**src/rtl/coherency_bus_ctrl.sv**
```systemverilog
// Bus-side coherence controller for a dual-core MESI system: arbitrates L1 misses,
// snoops the peer cache, sources/writes back blocks. Optional macro: COHERENCE_STATS_EN.
module coherency_bus_ctrl #(
  parameter int unsigned BLOCK_SIZE = 2
) (
  input  logic                               CLK,
  input  logic                               RST,
  input  logic [1:0]                         bus_req,
  input  logic [1:0]                         bus_write,
  input  logic [1:0][31:0]                   bus_addr,
  output logic [1:0]                         snoop_req,
  output logic [31:0]                        addr,
  output logic [1:0]                         state_transfer,
  output logic [1:0]                         snoop_complete,
  input  logic [1:0]                         snoop_busy,
  input  logic [1:0]                         snoop_hit,
  input  logic [1:0]                         valid,
  input  logic [1:0]                         exclusive,
  input  logic [1:0]                         dirty,
  input  logic [1:0]                         dWEN,
  input  logic [1:0][32*BLOCK_SIZE-1:0]      requested_data,
  output logic [1:0]                         resp_valid,
  output logic [32*BLOCK_SIZE-1:0]           resp_data,
  output logic [1:0]                         resp_state,
  output logic                               mem_ren,
  output logic                               mem_wen,
  output logic [31:0]                        mem_addr,
  output logic [32*BLOCK_SIZE-1:0]           mem_wdata,
  input  logic [32*BLOCK_SIZE-1:0]           mem_rdata,
  input  logic                               mem_ready
`ifdef COHERENCE_STATS_EN
  ,
  output logic [31:0]                        to_i_transitions,
  output logic [31:0]                        to_s_transitions,
  output logic [31:0]                        to_e_transitions
`endif
);

  localparam int unsigned DW = 32 * BLOCK_SIZE;

  typedef enum logic [1:0] {
    MESI_I = 2'b00,
    MESI_S = 2'b01,
    MESI_E = 2'b10,
    MESI_M = 2'b11
  } mesi_t;

  typedef enum logic [2:0] {
    IDLE,
    SNOOP,
    WB,
    MEMRD,
    DONE
  } state_t;

  state_t          state, state_nx;
  logic            ptr;
  logic            gnt_q;
  logic            wr_q;
  logic            hit_q;
  logic [31:0]     addr_q;
  logic [DW-1:0]   data_q;

  logic            oth;
  logic            gnt_nx;
  logic            snp_hit;
  logic            snp_dirty;
  logic            unused_exclusive;

  assign oth       = ~gnt_q;
  assign gnt_nx    = (bus_req == 2'b11) ? ptr : bus_req[1];
  assign snp_hit   = snoop_hit[oth] & valid[oth];
  assign snp_dirty = dirty[oth] | dWEN[oth];
  // exclusive does not alter any outcome: a hit always downgrades/invalidates the peer.
  assign unused_exclusive = ^exclusive;

  assign addr      = addr_q;
  assign mem_addr  = addr_q;
  assign mem_wdata = data_q;
  assign resp_data = data_q;

  always_ff @(posedge CLK) begin
    if (RST) begin
      state  <= IDLE;
      ptr    <= 1'b0;
      gnt_q  <= 1'b0;
      wr_q   <= 1'b0;
      hit_q  <= 1'b0;
      addr_q <= '0;
      data_q <= '0;
    end else begin
      state <= state_nx;
      case (state)
        IDLE: begin
          if (|bus_req) begin
            gnt_q  <= gnt_nx;
            wr_q   <= bus_write[gnt_nx];
            addr_q <= bus_addr[gnt_nx];
          end
        end
        SNOOP: begin
          if (!snoop_busy[oth]) begin
            hit_q <= snp_hit;
            if (snp_hit) data_q <= requested_data[oth];
          end
        end
        MEMRD: begin
          if (mem_ready) data_q <= mem_rdata;
        end
        DONE: ptr <= oth;
        default: ;
      endcase
    end
  end

  always_comb begin
    state_nx       = state;
    snoop_req      = '0;
    snoop_complete = '0;
    resp_valid     = '0;
    state_transfer = MESI_I;
    resp_state     = MESI_I;
    mem_ren        = 1'b0;
    mem_wen        = 1'b0;
    unique case (state)
      IDLE: begin
        if (|bus_req) state_nx = SNOOP;
      end
      SNOOP: begin
        snoop_req[oth] = 1'b1;
        if (!snoop_busy[oth]) begin
          if (!snp_hit)       state_nx = MEMRD;
          else if (snp_dirty) state_nx = WB;
          else                state_nx = DONE;
        end
      end
      WB: begin
        mem_wen = 1'b1;
        if (mem_ready) state_nx = DONE;
      end
      MEMRD: begin
        mem_ren = 1'b1;
        if (mem_ready) state_nx = DONE;
      end
      DONE: begin
        snoop_complete[oth] = 1'b1;
        resp_valid[gnt_q]   = 1'b1;
        if (wr_q) begin
          state_transfer = MESI_I;
          resp_state     = MESI_M;
        end else if (hit_q) begin
          state_transfer = MESI_S;
          resp_state     = MESI_S;
        end else begin
          state_transfer = MESI_I;
          resp_state     = MESI_E;
        end
        state_nx = IDLE;
      end
      default: state_nx = IDLE;
    endcase
  end

`ifdef COHERENCE_STATS_EN
  always_ff @(posedge CLK) begin
    if (RST) begin
      to_i_transitions <= '0;
      to_s_transitions <= '0;
      to_e_transitions <= '0;
    end else if (state == DONE) begin
      if (wr_q && hit_q)        to_i_transitions <= to_i_transitions + 32'd1;
      else if (!wr_q && hit_q)  to_s_transitions <= to_s_transitions + 32'd1;
      else if (!wr_q)           to_e_transitions <= to_e_transitions + 32'd1;
    end
  end
`endif

endmodule

```
**config.mk**
```make
export PLATFORM = sky130hd
export DESIGN_NAME = coherency_bus_ctrl
export DESIGN_NICKNAME = d
export VERILOG_FILES = /design/src/rtl/coherency_bus_ctrl.sv
export SDC_FILE = /design/constraint.sdc
export NUM_CORES = 1
export LEC_CHECK = 0
export BUFFER_PORTS_ARGS = -buffer_cell sky130_fd_sc_hd__clkbuf_2
export CAP_MARGIN = 20
export CORE_AREA = 2 2 187 189
export CTS_CLUSTER_DIAMETER = 150
export DETAILED_ROUTE_END_ITERATION = 7
export DIE_AREA = 0 0 189 191
export GPL_TIMING_DRIVEN = 0
export SETUP_SLACK_MARGIN = 0.5
export SLEW_MARGIN = 0
export SYNTH_ARGS = -nofsm -noshare
export SYNTH_HDL_FRONTEND = slang
export SYNTH_SLANG_ARGS = --single-unit
```
**constraint.sdc**
```tcl
create_clock -name CLK -period 3.6 [get_ports CLK]
set_clock_uncertainty 0.05 [all_clocks]
set_input_delay 0.72 -clock CLK [delete_from_list [all_inputs] [get_ports CLK]]
set_output_delay 0.72 -clock CLK [all_outputs]
set_load 0.03 [all_outputs]
```
# --- After elaboration in Yosys (flattened, before gate mapping) ---
# Cells that the tools add are included.
totals:
  regBits: 103
  in_bits: 275
op_classes:
  mux: 42
  n_reduce_logical: 10
  n_lt_le_gt_ge: 5
  bitwise: 4
  n_eq_ne: 10
op_table:
  columns: ["op", "count"]
  rows:
  - ["two-way mux 64 bit", 5]
  - ["case mux 64 bit (2 select lines)", 1]
  - ["two-way mux 32 bit", 2]
  - ["two-way mux 1 bit", 20]
  - ["two-way mux 3 bit", 5]
  - ["two-way mux 2 bit", 6]
  - ["case mux 3 bit (3 select lines)", 1]
  - ["!= test 2 bit, second input constant", 4]
  - ["== test 3 x 2 -> 1 bit, second input constant", 2]
  - ["less-than comparator 1 x 2 -> 1 bit, second input constant", 3]
  - ["AND reduction 2 bit", 2]
  - ["AND reduction 4 bit", 1]
  - ["OR reduction 2 bit", 2]
  - ["== test 3 x 1 -> 1 bit, second input constant", 1]
  - ["== test 3 bit, second input constant", 1]
  - ["zero test 3 bit", 1]
  - ["AND reduction 3 bit", 1]
  - ["demux 1 bit (select 1 bit)", 2]
  - ["== test 2 bit, second input constant", 1]
  - [">= comparator 1 bit, second input constant", 2]
  - ["logical AND 1 bit", 2]
  - ["!= test 2 x 1 -> 1 bit, second input constant", 1]
  - ["inverter 1 bit", 2]
  - ["nonzero test 2 bit", 1]
  - ["2 further kinds", 2]

# --- Logic depth before layout (Yosys ltp) ---
depth:
  word_depth: 8
  mapped_depth: 7
  ltp_nobuf: 4

# --- Least setup slack after synthesis ---
# OpenSTA, ideal clock, no wires.
synth_path:
  path_type: "register to output"
  startpoint: "register gnt_q"
  endpoint: "output snoop_complete[0]"
  path_slack_ns: 1.145
  required_ns: 2.830
  arrival_ns: 1.685
  stages_incl_launch_ff: 7
  path_buffers: 4
  path_cell_list: "dfxtp_1 > buf_4 > buf_4 > buf_2 > inv_1 > nor2_1 > buf_4"
synth_between:
  elab_chain_len: 6
  word_cells_on_any_way: 7
  cone_classes: "2 x order compare; 3 x mux; 1 x bitwise; 1 x reduce/logical"
synth_rtl:
  columns: ["element", "line_no", "rtl"]
  rows:
  - ["start, declared", "58", "logic gnt_q;"]
  - ["start signal, assigned", "96", "gnt_q <= gnt_nx;"]
  - ["inverter 1 bit *", "70", "assign oth = ~gnt_q;"]
  - ["less-than comparator 1 x 2 -> 1 bit (implied by the code) / >= comparator 1 bit (equally long branches)", "146", "snoop_complete[oth] = 1'b1;"]
  - ["logical AND 1 bit (implied by the code)", "146", null]
  - ["two-way mux 1 bit (implied by the code)", "146", null]
  - ["demux 1 bit (select 1 bit) *", "146", null]
  - ["two-way mux 2 bit *", "125", "unique case (state)"]
  - ["end, declared", "14", "output logic [1:0] snoop_complete,"]
# Mark *: on every way between the ends. The rest lies on a longest branch, timed or not.

# --- Worst setup path after layout ---
layout_path:
  startpoint: "register gnt_q"
  endpoint: "output snoop_complete[1]"
# Same word-level chain as after synthesis.

==> flow_summary.toml <==
[sta]
setup_tns_ns = 0
fin_ws_ns = 0.767
setup_viol = 0
finalMaxSlewViolations = 0
hold_ws_ns = 0.431
slew_headroom_pct = 35.2
hold_violations = 0
tightestPinTransition_ns = 0.971
period_minus_slack_ns = 2.83
rsz0062_at_grt = "false"
max_freq_ghz = 0.353
finalCritPeriodShare_pct = 78.7

[yosys]
ys_seq_elements = 103
syn_area_mm2 = 0.00665
avgSynthCellArea_um2 = 8.87
synth_cells = 749
synth_seq_area_share_pct = 31.0
synth_ff_type = "dfxtp_1"
syn_nets = 1024
async_flop_share_pct = 0
synth_edf_count = 0
ys_warn_count = 0
synth.distinct_cells = 35

[critical_path]
end_kind = "output pin"
r2r-end = "mem_wdata[40]$_SDFFE_PP0P_"
criticalPathCategory = "register to output pin"
critPathLaunchType = "register"
r2r_cells = 6
rrSetupSlack_ns = 1.09
cp_max_fo = 10
cp.arrival_ns = 2.06
worstPathRequired_ns = 2.83
r2r-start = "state[2]$_SDFFE_PP0P_"

[route]
drt-vias-per-instance = 4.33
avgRoutedWirePerCell_um = 17.7
first_pass_iters = 4
route.vias.total = 7343
routed_wl_um = 30000
dr.first_iter.drc_count = 226
ant_nets = 0
drc = 0

[pwr]
power_density_mw_per_mm2 = 391
power_leakage_nw = 4.88
ir_worst_vdd_mv = 0.198

[global_routing]
grt_usage_pct = 15.8
grt.overflow.total = 0
grt_pass1_wl_um = 42900
grt_pass1_vias = 7011
antenna_found_initial = 2
grt_max_degree = 19

[cts]
cts_setup_buffers = 0
cts_made_buffers = 9
insertion_delay_ns = 0.35
cts.sinks = 103
clk_pin_slew_ns = 0.08
root_buffer = "clkbuf_16"
htreeDepth = 3
cts_buffer_depth = 2
cts_tree = "built"

[placed_design]
port-buffer-count = 474
dpl.hpwl_um = 24600
placed_area_mm2 = 0.00959
pre_cts_ws_ns = 0.713
gp_congestion = 0.884

[floorplan]
io_pins = 479
initial_core_util_pct = 19.5
num_rows = 68
die-area_mm2 = 0.0361
fp.dieH_um = 191
dieWidth_um = 189
core_area_mm2 = 0.0341

[final_layout]
fin_area_mm2 = 0.00988
fillers = 3688
fin_util_pct = 29.0
layout-drive-gt1-share_pct = 55.9
nets = 1509
areaGrowthSynthToFinish_pct = 48.7

[hold_path]
holdPathEnd = "ptr$_SDFFE_PP0P_"
worstHoldStart = "ptr$_SDFFE_PP0P_"
hold_path.class = "register to register"
min_path_cells = 2

[outcome]
status = "finished clean"

[job]
maxCapViolCount = 0
## layout make-up
| type | count | area, um2 | area share [%] |
|---|---|---|---|
| Multi-Input combinational cell | 470 | 3440 | 34.8 |
| Buffer | 171 | 1140 | 11.5 |
| Inverter | 5 | 18.8 | 0.190 |
| Antenna cell | 1 | 2.50 | 0.0253 |
| Tap cell | 455 | 569 | 5.76 |
| Timing Repair Buffer | 474 | 2370 | 24.0 |
| Clock inverter | 7 | 57.6 | 0.582 |
| Clock buffer | 9 | 225 | 2.28 |
| Sequential cell | 103 | 2060 | 20.9 |
## worst max-delay path: stages, from the launching register on
cell	delay (ns)
dfxtp_1	0.31
buf_4	0.20
buf_6	0.23
buf_4	0.27
inv_1	0.15
nand3_1	0.12
inv_1	0.07
buf_4	0.13
clkbuf_2	0.19
## Yosys cell counts, drive strengths merged, types with 4 or more instances
library cell	n	share of area [%]
dfxtp	103	31
inv	5	0.28
mux2i	98	15
clkbuf	27	1.5
nand3	67	5.0
nor2	43	2.5
buf	144	15
nand2	67	3.8
a21oi	71	5.3
o221ai	64	13
and3	4	0.38
a211oi	33	3.7
## worst max path at each step
| stage | cells past startpoint | slack (ns) | end | start |
|---|---|---|---|---|
| detailed placement | 7 | 0.71 | snoop_complete[0] | gnt_q$_SDFFE_PP0P_ |
| global placement | 7 | 0.73 | snoop_complete[0] | gnt_q$_SDFFE_PP0P_ |
| floorplan | 6 | 1.15 | snoop_complete[0] | gnt_q$_SDFFE_PP0P_ |
| finish | 8 | 0.77 | snoop_complete[1] | gnt_q$_SDFFE_PP0P_ |
| global route | 7 | 0.56 | snoop_complete[0] | gnt_q$_SDFFE_PP0P_ |
| CTS | 7 | 0.57 | snoop_complete[0] | gnt_q$_SDFFE_PP0P_ |
## cell families after synthesis
logic type	count (synthesis)	share of synthesized area, %
and+or+nand+nor	194	13.1
AOI/OAI and AO/OA	176	23.4
buffers and inverters	176	17.3
DFF	103	31.0
muxes	99	15.1
other	1	0.0564
## sequential cells by signal (all words and copies together) (netlist names)
name       cells
mem_wdata     64
addr          32
state          3
gnt_q          1
hit_q          1
ptr            1
wr_q           1
## power breakdown
part           total, W  internal, W  switching, W
Sequential      0.00135      0.00124      0.000102
Combinational   0.00153     0.000578      0.000951
Clock          0.000988     0.000480      0.000508
Total           0.00386      0.00230       0.00156
## per-layer routing
metal	track usage [%]	wire length (um)	vias up
met4	4.09	504	2
met2	28.8	15200	292
met3	3.32	1870	26
li1	-	-	3600
met5	0	13	-
met1	18.8	12400	3423
## per-stage QoR
step / cells / power [W]
after floorplan: 749 / 0.00237
after global placement: 1678 / 0.00290
after detailed placement: 1678 / 0.00292
after CTS: 1694 / 0.00393
after global routing: 1694 / 0.00409
final: 1695 / 0.00386
## cell usage in the layout (no fill, tap or decap), types with 2 or more instances in the layout
master	instances
clkbuf_2	475
buf_2	36
nor2_1	41
nand3_1	67
nor3_1	2
o221ai_1	14
buf_6	2
clkinv_4	2
nand2_1	67
inv_1	5
a21oi_1	71
o21ai_0	2
o221ai_2	50
buf_4	101
clkbuf_16	9
nand3b_1	3
clkinvlp_4	2
nor3b_1	3
a211oi_1	33
nor2_2	2
mux2i_1	97
and3_1	4
clkbuf_1	26
dfxtp_1	103
buf_8	5
## repair_timing
item,in CTS,in global routing
hold buffers,0,0
resized for setup,2,3
endpoints found under the setup margin,3,2
Power figures use the tool's default switching activity.
